$ cat config.mk
export PLATFORM = sky130hd
export DESIGN_NAME = vend_ctrl
export DESIGN_NICKNAME = d
export VERILOG_FILES = /design/src/rtl/vend_pkg.sv /design/src/rtl/vend_change_disp.sv /design/src/rtl/vend_ctrl.sv
export SDC_FILE = /design/constraint.sdc
export NUM_CORES = 1
export LEC_CHECK = 0
export CORE_MARGIN = 2
export CORE_UTILIZATION = 55
export CTS_CLUSTER_DIAMETER = 120
export DETAILED_ROUTE_END_ITERATION = 6
export PLACE_DENSITY = 0.85
export SLEW_MARGIN = 15
export SYNTH_ARGS = -nofsm -noshare
export SYNTH_HDL_FRONTEND = slang
export SYNTH_SLANG_ARGS = --single-unit
$ cat constraint.sdc
create_clock -name clk -period 4.2 [get_ports clk]
set_input_delay 1.26 -clock clk [delete_from_list [all_inputs] [get_ports clk]]
set_output_delay 1.26 -clock clk [all_outputs]
set_load 0.02 [all_outputs]
$ cat src/rtl/vend_pkg.sv
// Shared encodings for the vending controller: coin codes, coin value lookup, FSM states.
package vend_pkg;

  localparam logic [1:0] COIN_NONE = 2'b00;
  localparam logic [1:0] COIN_HALF = 2'b01;
  localparam logic [1:0] COIN_ONE  = 2'b10;
  localparam logic [1:0] COIN_FIVE = 2'b11;

  typedef enum logic [1:0] {
    S_COLLECT = 2'd0,
    S_VEND    = 2'd1,
    S_CHANGE  = 2'd2
  } state_t;

  // Coin encoding to credit units (1 unit = 0.5 yuan).
  function automatic logic [3:0] coin_units(input logic [1:0] c);
    case (c)
      COIN_HALF: coin_units = 4'd1;
      COIN_ONE:  coin_units = 4'd2;
      COIN_FIVE: coin_units = 4'd10;
      default:   coin_units = 4'd0;
    endcase
  endfunction

endpackage

$ cat src/rtl/vend_change_disp.sv
// Greedy change payout over a ready/valid handshake; one coin in flight at a time.
module vend_change_disp
  import vend_pkg::*;
#(
  parameter int CREDIT_W = 6
) (
  input  logic                clk,
  input  logic                rst,
  input  logic                i_start,
  input  logic [CREDIT_W-1:0] i_credit,
  input  logic                i_ready,
  output logic                o_valid,
  output logic [1:0]          o_coin,
  output logic [CREDIT_W-1:0] o_dec,
  output logic                o_done
);

  logic                r_valid;
  logic [1:0]          r_coin;
  logic                w_xfer;
  logic [CREDIT_W-1:0] w_dec;
  logic [CREDIT_W-1:0] w_rem;

  function automatic logic [1:0] greedy(input logic [CREDIT_W-1:0] c);
    greedy = (c >= CREDIT_W'(2)) ? COIN_ONE : COIN_HALF;
  endfunction

  assign w_xfer = r_valid & i_ready;
  assign w_dec  = (r_coin == COIN_ONE) ? CREDIT_W'(2) : CREDIT_W'(1);
  assign w_rem  = i_credit - w_dec;

  // Next coin is chosen from the post-transfer remainder so ready held high yields one coin per cycle.
  always_ff @(posedge clk or posedge rst) begin
    if (rst) begin
      r_valid <= 1'b0;
      r_coin  <= COIN_NONE;
    end else if (!r_valid) begin
      if (i_start) begin
        r_valid <= 1'b1;
        r_coin  <= greedy(i_credit);
      end
    end else if (i_ready) begin
      if (w_rem == '0) begin
        r_valid <= 1'b0;
        r_coin  <= COIN_NONE;
      end else begin
        r_coin  <= greedy(w_rem);
      end
    end
  end

  assign o_valid = r_valid;
  assign o_coin  = r_coin;
  assign o_dec   = w_xfer ? w_dec : '0;
  assign o_done  = w_xfer && (w_rem == '0);

endmodule

$ cat src/rtl/vend_ctrl.sv
// Multi-item vending controller: credit collection, vend, greedy change/refund.
// Define VEND_STOCK_EN to compile in per-item stock counters, restock and the out-of-stock check.
module vend_ctrl
  import vend_pkg::*;
#(
  parameter int                            NUM_ITEMS  = 4,
  parameter int                            CREDIT_W   = 6,
  parameter logic [NUM_ITEMS*CREDIT_W-1:0] ITEM_PRICE = {6'd6, 6'd5, 6'd4, 6'd3},
  parameter int                            MAX_CREDIT = 20,
  parameter int                            STOCK_W    = 4,
  parameter int                            STOCK_MAX  = 10,
  localparam int                           IW = (NUM_ITEMS > 1) ? $clog2(NUM_ITEMS) : 1
) (
  input  logic                clk,
  input  logic                rst,
  input  logic [1:0]          i_coin,
  input  logic                i_sel_valid,
  input  logic [IW-1:0]       i_sel_item,
  input  logic                i_cancel,
  input  logic                i_restock,
  input  logic [IW-1:0]       i_restock_item,
  output logic                o_vend,
  output logic [IW-1:0]       o_vend_item,
  output logic                o_sel_error,
  output logic                o_coin_reject,
  output logic                o_chg_valid,
  output logic [1:0]          o_chg_coin,
  input  logic                i_chg_ready,
  output logic [CREDIT_W-1:0] o_credit
);

  state_t              r_state, w_state_nxt;
  logic [CREDIT_W-1:0] r_credit, w_credit_nxt;
  logic [IW-1:0]       r_item, w_item_nxt;
  logic                r_sel_err, w_sel_err_nxt;
  logic                r_coin_rej, w_coin_rej_nxt;
  logic [CREDIT_W-1:0] w_sel_price, w_vend_price, w_chg_dec;
  logic [CREDIT_W:0]   w_coin_sum;
  logic                w_coin_in, w_avail, w_chg_done, w_chg_start;

  assign w_sel_price  = ITEM_PRICE[int'(i_sel_item)*CREDIT_W +: CREDIT_W];
  assign w_vend_price = ITEM_PRICE[int'(r_item)*CREDIT_W +: CREDIT_W];
  assign w_coin_in    = (i_coin != COIN_NONE);
  assign w_coin_sum   = {1'b0, r_credit} + (CREDIT_W+1)'(coin_units(i_coin));
  assign w_chg_start  = (r_state == S_CHANGE);

`ifdef VEND_STOCK_EN
  logic [NUM_ITEMS-1:0][STOCK_W-1:0] r_stock;

  assign w_avail = (r_stock[i_sel_item] != '0);

  // Restock is written last so it overrides a same-item decrement.
  always_ff @(posedge clk or posedge rst) begin
    if (rst) begin
      for (int i = 0; i < NUM_ITEMS; i++) r_stock[i] <= STOCK_W'(STOCK_MAX);
    end else begin
      if (r_state == S_VEND) r_stock[r_item] <= r_stock[r_item] - STOCK_W'(1);
      if (i_restock) r_stock[i_restock_item] <= STOCK_W'(STOCK_MAX);
    end
  end
`else
  logic w_unused_restock;
  assign w_unused_restock = ^{i_restock, i_restock_item, STOCK_W'(STOCK_MAX)};
  assign w_avail = 1'b1;
`endif

  vend_change_disp #(.CREDIT_W(CREDIT_W)) u_chg (
    .clk      (clk),
    .rst      (rst),
    .i_start  (w_chg_start),
    .i_credit (r_credit),
    .i_ready  (i_chg_ready),
    .o_valid  (o_chg_valid),
    .o_coin   (o_chg_coin),
    .o_dec    (w_chg_dec),
    .o_done   (w_chg_done)
  );

  always_ff @(posedge clk or posedge rst) begin
    if (rst) r_state <= S_COLLECT;
    else     r_state <= w_state_nxt;
  end

  // COLLECT priority: cancel (with credit) > selection > coin; a coin that loses is returned.
  always_comb begin
    w_state_nxt    = r_state;
    w_credit_nxt   = r_credit;
    w_item_nxt     = r_item;
    w_sel_err_nxt  = 1'b0;
    w_coin_rej_nxt = 1'b0;
    case (r_state)
      S_COLLECT: begin
        if (i_cancel && (r_credit != '0)) begin
          w_state_nxt    = S_CHANGE;
          w_coin_rej_nxt = w_coin_in;
        end else if (i_sel_valid) begin
          w_coin_rej_nxt = w_coin_in;
          if ((r_credit >= w_sel_price) && w_avail) begin
            w_state_nxt = S_VEND;
            w_item_nxt  = i_sel_item;
          end else begin
            w_sel_err_nxt = 1'b1;
          end
        end else if (w_coin_in) begin
          if (w_coin_sum <= (CREDIT_W+1)'(MAX_CREDIT)) w_credit_nxt   = w_coin_sum[CREDIT_W-1:0];
          else                                         w_coin_rej_nxt = 1'b1;
        end
      end
      S_VEND: begin
        w_coin_rej_nxt = w_coin_in;
        w_credit_nxt   = r_credit - w_vend_price;
        w_state_nxt    = (w_credit_nxt != '0) ? S_CHANGE : S_COLLECT;
      end
      S_CHANGE: begin
        w_coin_rej_nxt = w_coin_in;
        w_credit_nxt   = r_credit - w_chg_dec;
        if (w_chg_done) w_state_nxt = S_COLLECT;
      end
      default: w_state_nxt = S_COLLECT;
    endcase
  end

  always_ff @(posedge clk or posedge rst) begin
    if (rst) begin
      r_credit   <= '0;
      r_item     <= '0;
      r_sel_err  <= 1'b0;
      r_coin_rej <= 1'b0;
    end else begin
      r_credit   <= w_credit_nxt;
      r_item     <= w_item_nxt;
      r_sel_err  <= w_sel_err_nxt;
      r_coin_rej <= w_coin_rej_nxt;
    end
  end

  assign o_vend        = (r_state == S_VEND);
  assign o_vend_item   = o_vend ? r_item : '0;
  assign o_sel_error   = r_sel_err;
  assign o_coin_reject = r_coin_rej;
  assign o_credit      = r_credit;

endmodule

Word level (Yosys, flattened, before mapping)
Cells that the tools add are included.
Operators by class
  muxes and demuxes: 34
  add/sub/neg operators: 4
  $lt $le $gt $ge: 4
  equality and inequality tests: 14
  reductions and logical operators: 14
  bitwise operators: 2
  $mul: 2
  shift operators: 2
Operators by type and width (number)
  variable part select 24 x 6 -> 6 bit (first input constant): 2
  two-way mux 6 bit: 5
  two-way mux 2 bit: 13
  case mux 6 bit (3 select lines): 1
  subtractor 6 bit: 3
  greater-or-equal comparator 6 x 2 -> 1 bit (second input constant): 2
  two-way mux 1 bit: 12
  != test 2 bit (second input constant): 6
  case mux 4 bit (3 select lines): 1
  nonzero test 6 bit: 2
  == test 2 bit (second input constant): 4
  multiplier 2 x 2 -> 4 bit (second input constant): 2
  adder 6 x 4 -> 7 bit: 1
  less-or-equal comparator 7 x 5 -> 1 bit (second input constant): 1
  greater-or-equal comparator 6 bit: 1
  zero test 6 bit: 1
  != test 3 bit (second input constant): 2
  case mux 2 bit (3 select lines): 1
  AND reduction 5 bit: 1
  == test 2 x 1 -> 1 bit (second input constant): 2
  AND reduction 4 bit: 1
  nonzero test 2 bit: 2
  AND reduction 3 bit: 1
  nonzero test 3 bit: 1
  other kinds (7): 8
Word-level totals
  output and inout bits: 14
  logic and storage cells: 83
  bits of input ports: 12
  register bits: 15

Logic depth before layout (Yosys ltp)
  depth in word-level cells: 9
  depth in mapped cells: 12

By module
A second synthesis with hierarchy kept.
Second synthesis, totals
  cell total of the unflattened synthesis: 207
  area total of the unflattened synthesis: 1803.0 um2
By module, submodules not included
  vend_ctrl: cells an instance 169, instances 1, area an instance 1468.9 um2
  vend_change_disp: cells an instance 38, instances 1, area an instance 334.1 um2

Worst setup path after synthesis
OpenSTA, ideal clock, no wires.
  path kind: input-to-reg
  start: input i_coin[0]
  end: register r_credit[1] (netlist: o_credit[1])
  arrival time: 3.265 ns
  library setup time: 0.125 ns
  slack: 0.810 ns
  cell stages on the path: 10
  path through: nor2b_1 > ha_1 > inv_1 > fa_1 > nor2b_1 > a211o_1 > a211o_2 > nand4_4 > o21ai_4 > mux2_4
Between the ends
  word-level cells in the longest chain between the ends: 8
  elaborated cells between the ends (all ways): 15
  classes of those cells: add/sub: 1; order compare: 1; eq/ne: 5; mux: 6; reduce/logical: 2
RTL lines
  from (decl): RTL line vend_ctrl.sv:16  | input logic [1:0] i_coin,
  branches (longest 8 deep; another with adder 6 x 4 -> 7 bit)
  to (signal assigned): RTL line vend_ctrl.sv:130  | r_credit <= w_credit_nxt;
  to (decl): RTL line vend_ctrl.sv:33  | logic [CREDIT_W-1:0] r_credit, w_credit_nxt;
Several ways; the timed one is not identified. The select of a mux whose other input is x is not followed.
A chain may end at the register's enable or synchronous reset.

Final worst setup path
  start: input i_coin[0]
  end: register r_credit[3] (netlist: o_credit[3])
Same word-level chain as after synthesis.

==> metrics.log <==
[metrics] run status: completed
[metrics] aggregate routed wire length: 3690 um
[metrics] Fin Hold WS: 0.579 ns
[metrics] reg2reg setup slack: 1.53 ns
[metrics] most frequent standard cell in the layout excluding fill and tap cells: sky130_fd_sc_hd__inv_1
[metrics] Iteration-0 DRC Markers: ~80
[metrics] end of the critical path: o_credit[3]
[metrics] Hold Fails Final Rpt: 0
[metrics] # DRC: 0
[metrics] # Max-Cap Violations: 0
[metrics] diode insertion count for antenna repair: 0
[metrics] Finished Layout Cells: 244
[metrics] top cell type's share of synthesized area: 21.9%
[metrics] Setup Viol. Count Final: 0
[metrics] areal power density over the cells: 897 nW/um2
[metrics] largest cells by area after synthesis: sky130_fd_sc_hd__dfrtp_1, sky130_fd_sc_hd__ha_1, sky130_fd_sc_hd__inv_1
[metrics] number of storage elements in the synthesis netlist: 15
[metrics] worst clock skew: between 0.01 and 0.015 ns
[metrics] initial cell density of the core: 57.1%
[metrics] antenna violations before repair: 0
[metrics] vias: 1,492
[metrics] proportion of synthesized chip area in sequential cells: between 20% and 30%
[metrics] setup repair after global routing missed its margin: no
[metrics] die footprint: 3580 um2
[metrics] fraction of the mapped netlist area in compound gates: 21.1%
[metrics] horizontal die dimension: 59.8 um
[metrics] peak clock frequency supported by timing: 0.270 GHz
[metrics] CP Launch Point: i_coin[0]
[metrics] wire length per cell: 15.1 um
[metrics] Post-Route Utilization: 65.5%
[metrics] number of clock buffers inserted by TritonCTS: 3
[metrics] total number of placement rows: 20
[metrics] Critical Path RT: 4.41 ns
[metrics] buffers added on ports: 22
[metrics] Synth Cell Area: 1720 um2
[metrics] CTS-repair resized insts: 0
[metrics] TritonCTS clock tree: built
[metrics] critical path launch point type: primary input
[metrics] largest net degree at the start of global routing: 18
[metrics] clock latency reported for the late side of the worst-skew pair: 0.31 ns
[metrics] number of warning messages in the yosys log: 0
[metrics] count of buffers added by post-CTS timing repair for setup: 0
[metrics] number of hold buffers added after CTS: 0
[metrics] root buffer cell: sky130_fd_sc_hd__clkbuf_4
[metrics] shortest period the worst path allows: 3.71 ns
[metrics] detailed placer's ending HPWL: 2780 um
[metrics] synth unique cells: 56
[metrics] startpoint of the worst-slack reg-to-reg timing path: o_credit[0]
[metrics] Worst-Margin Slew: 0.635 ns
[metrics] gpl congestion: about 0.9
[metrics] Core Footprint: 3000 um2
[metrics] main combinational cell family by area after synthesis: compound AO/OA/AOI/OAI gates
[metrics] commonest cells after routing, fill and taps aside: sky130_fd_sc_hd__inv_1, sky130_fd_sc_hd__clkdlybuf4s50_1, sky130_fd_sc_hd__ha_1, sky130_fd_sc_hd__dfrtp_1, sky130_fd_sc_hd__a21oi_1
[metrics] number of cells traversed by the worst register-to-register path: 9
[metrics] reg2reg end: r_state[1]
[metrics] share of layout cells above drive strength 1: 9.48%
[metrics] placed cell count: 240
[metrics] Post-Synth XOR/XNOR Area: 2.55%
[metrics] Top FF cell, synth: sky130_fd_sc_hd__dfrtp_1
[metrics] vias in the first global route: 1,386
[metrics] syn avg cell area: 8.89 um2
[metrics] count of clock tree sinks: 15
[metrics] async set-or-reset flop fraction in the synthesized netlist: 100%
[metrics] Synth Net Count: 230
[metrics] adder and majority gate portion of the synthesized area: between 10% and 20%
[metrics] Worst Hold Class: reg2reg
[metrics] total number of nets in the final design: 249
[metrics] Data arrival, critical path: 3.91 ns
[metrics] mux contribution to synthesized area: 6.27%
[metrics] leftover overflow at the end of global routing: 0
[metrics] count of boundary I/O pins: 26
[metrics] simple logic cell fraction of the synthesized area: 20.4%
[metrics] global-route wire length before repair: just over 6000 um
[metrics] final-report max-slew violation count: 0
[metrics] overall global routing resource usage: 22.9%
[metrics] type of the setup path with the least slack: in2reg
[metrics] kind of end point of the critical path: flop
[metrics] Slew Limit Headroom: 57.7%
[metrics] count of fill cells added during filler insertion: 267
[metrics] number of routed nets with antenna violations: 0
[metrics] number of enable-type register cells in the synthesized netlist: 0
[metrics] area growth from synthesis to final layout: 14.6%
[metrics] Vias/cell: 6.11
[metrics] vertical die dimension: 59.8 um
[metrics] maximum count of clock buffers along a single path: 2
[metrics] Max IR drop VDD: 0.482 mV
[metrics] Leak Pwr: roughly 0.90 nW
[metrics] DR pass1 iterations: 4
[metrics] largest fanout of any net on the critical path: 4
[metrics] ratio of final minimum period to clock period: 88.2%
[metrics] total negative slack: 0 ns
[metrics] clock transition at the registers of the reported paths: around 0.10 ns
[metrics] cells after synthesis: 193
[metrics] Synth area leader: sky130_fd_sc_hd__dfrtp_1
[metrics] CTS HTree Levels: 1
==> flip-flops by register name, indices dropped and copies added, names as in the netlist <==
signal         count
o_credit           6
r_item             2
r_state            2
u_chg.o_coin       2
o_coin_reject      1
o_sel_error        1
u_chg.o_valid      1
==> cells by family (layout without fill, tap and decap cells) <==
family,after synthesis,after routing
and+or+nand+nor,59,59
muxes,9,9
xor gates and xnor gates,5,5
DFF,15,15
AOI/OAI and AO/OA,47,47
adders and majority gates,25,25
buffers and inverters,33,51
==> cell type report <==
type	instances	area (um2)	area share [%]
clock buffers	4	26.3	1.34
inverters	24	90.1	4.58
repair buffers	23	228	11.6
multi-input cells	145	1200	61.3
flip-flops and latches	15	375	19.1
well taps	33	41.3	2.10
==> synth_stat cells (3+ instances only) <==
cell type,n
sky130_fd_sc_hd__a31oi_1,3
sky130_fd_sc_hd__nand2_1,8
sky130_fd_sc_hd__xnor2_1,3
sky130_fd_sc_hd__and2_1,4
sky130_fd_sc_hd__nor3_1,9
sky130_fd_sc_hd__dfrtp_1,15
sky130_fd_sc_hd__mux2_4,3
sky130_fd_sc_hd__o21ai_0,6
sky130_fd_sc_hd__ha_1,21
sky130_fd_sc_hd__buf_2,3
sky130_fd_sc_hd__clkbuf_1,5
sky130_fd_sc_hd__nor2b_1,6
sky130_fd_sc_hd__nand3_1,5
sky130_fd_sc_hd__nand4_1,3
sky130_fd_sc_hd__nor2_1,9
sky130_fd_sc_hd__inv_1,24
sky130_fd_sc_hd__mux2i_1,4
sky130_fd_sc_hd__fa_1,4
sky130_fd_sc_hd__a21oi_1,13
==> routing by layer <==
| layer | vias up | part of all wire, % | GRT usage, % |
|---|---|---|---|
| met5 | - | 0 | 0 |
| met4 | 0 | 2.3 | 8.89 |
| met3 | 11 | 5.0 | 4.98 |
| met2 | 46 | 46 | 36.6 |
| met1 | 709 | 47 | 29.9 |
| li1 | 726 | - | - |
==> critical path, cell delays in order <==
cell	delay, ns
sky130_fd_sc_hd__clkdlybuf4s50_1	0.49
sky130_fd_sc_hd__nor2b_1	0.14
sky130_fd_sc_hd__ha_1	0.21
sky130_fd_sc_hd__inv_1	0.06
sky130_fd_sc_hd__fa_1	0.43
sky130_fd_sc_hd__nor2b_1	0.18
sky130_fd_sc_hd__a211o_1	0.26
sky130_fd_sc_hd__a211o_2	0.37
sky130_fd_sc_hd__nand4_4	0.11
sky130_fd_sc_hd__o21ai_4	0.10
sky130_fd_sc_hd__mux2_4	0.31
==> worst min-delay path by stage <==
stage / endpoint / from / cells after the start
6_report: u_chg.o_coin[1] / u_chg.o_coin[1] / 2
5_1_grt: u_chg.o_coin[1] / u_chg.o_coin[1] / 2
4_1_cts: u_chg.o_coin[1] / u_chg.o_coin[1] / 2
3_5_place_dp: u_chg.o_coin[1] / u_chg.o_coin[1] / 2
3_3_place_gp: u_chg.o_coin[1] / u_chg.o_coin[1] / 2
2_1_floorplan: r_item[0] / r_item[0] / 2
==> through the flow <==
| stage | cell area [um2] | power (mW) | setup WS (ns) |
|---|---|---|---|
| 4_1_cts | 1970 | 1.76 | 0.490 |
| 3_5_place_dp | 1940 | 1.66 | 0.176 |
| 2_1_floorplan | 1720 | 1.34 | 0.810 |
| 6_report | 1970 | 1.76 | 0.494 |
| 5_1_grt | 1970 | 1.94 | 0.381 |
| 3_3_place_gp | 1940 | 1.63 | 0.201 |
==> power breakdown <==
group / internal (mW) / switching [mW]
Sequential: 0.214 / 0.123
Clock: 0.0371 / 0.0534
Combinational: 0.615 / 0.722
Total: 0.865 / 0.899
(Power assumes the default switching activity.)
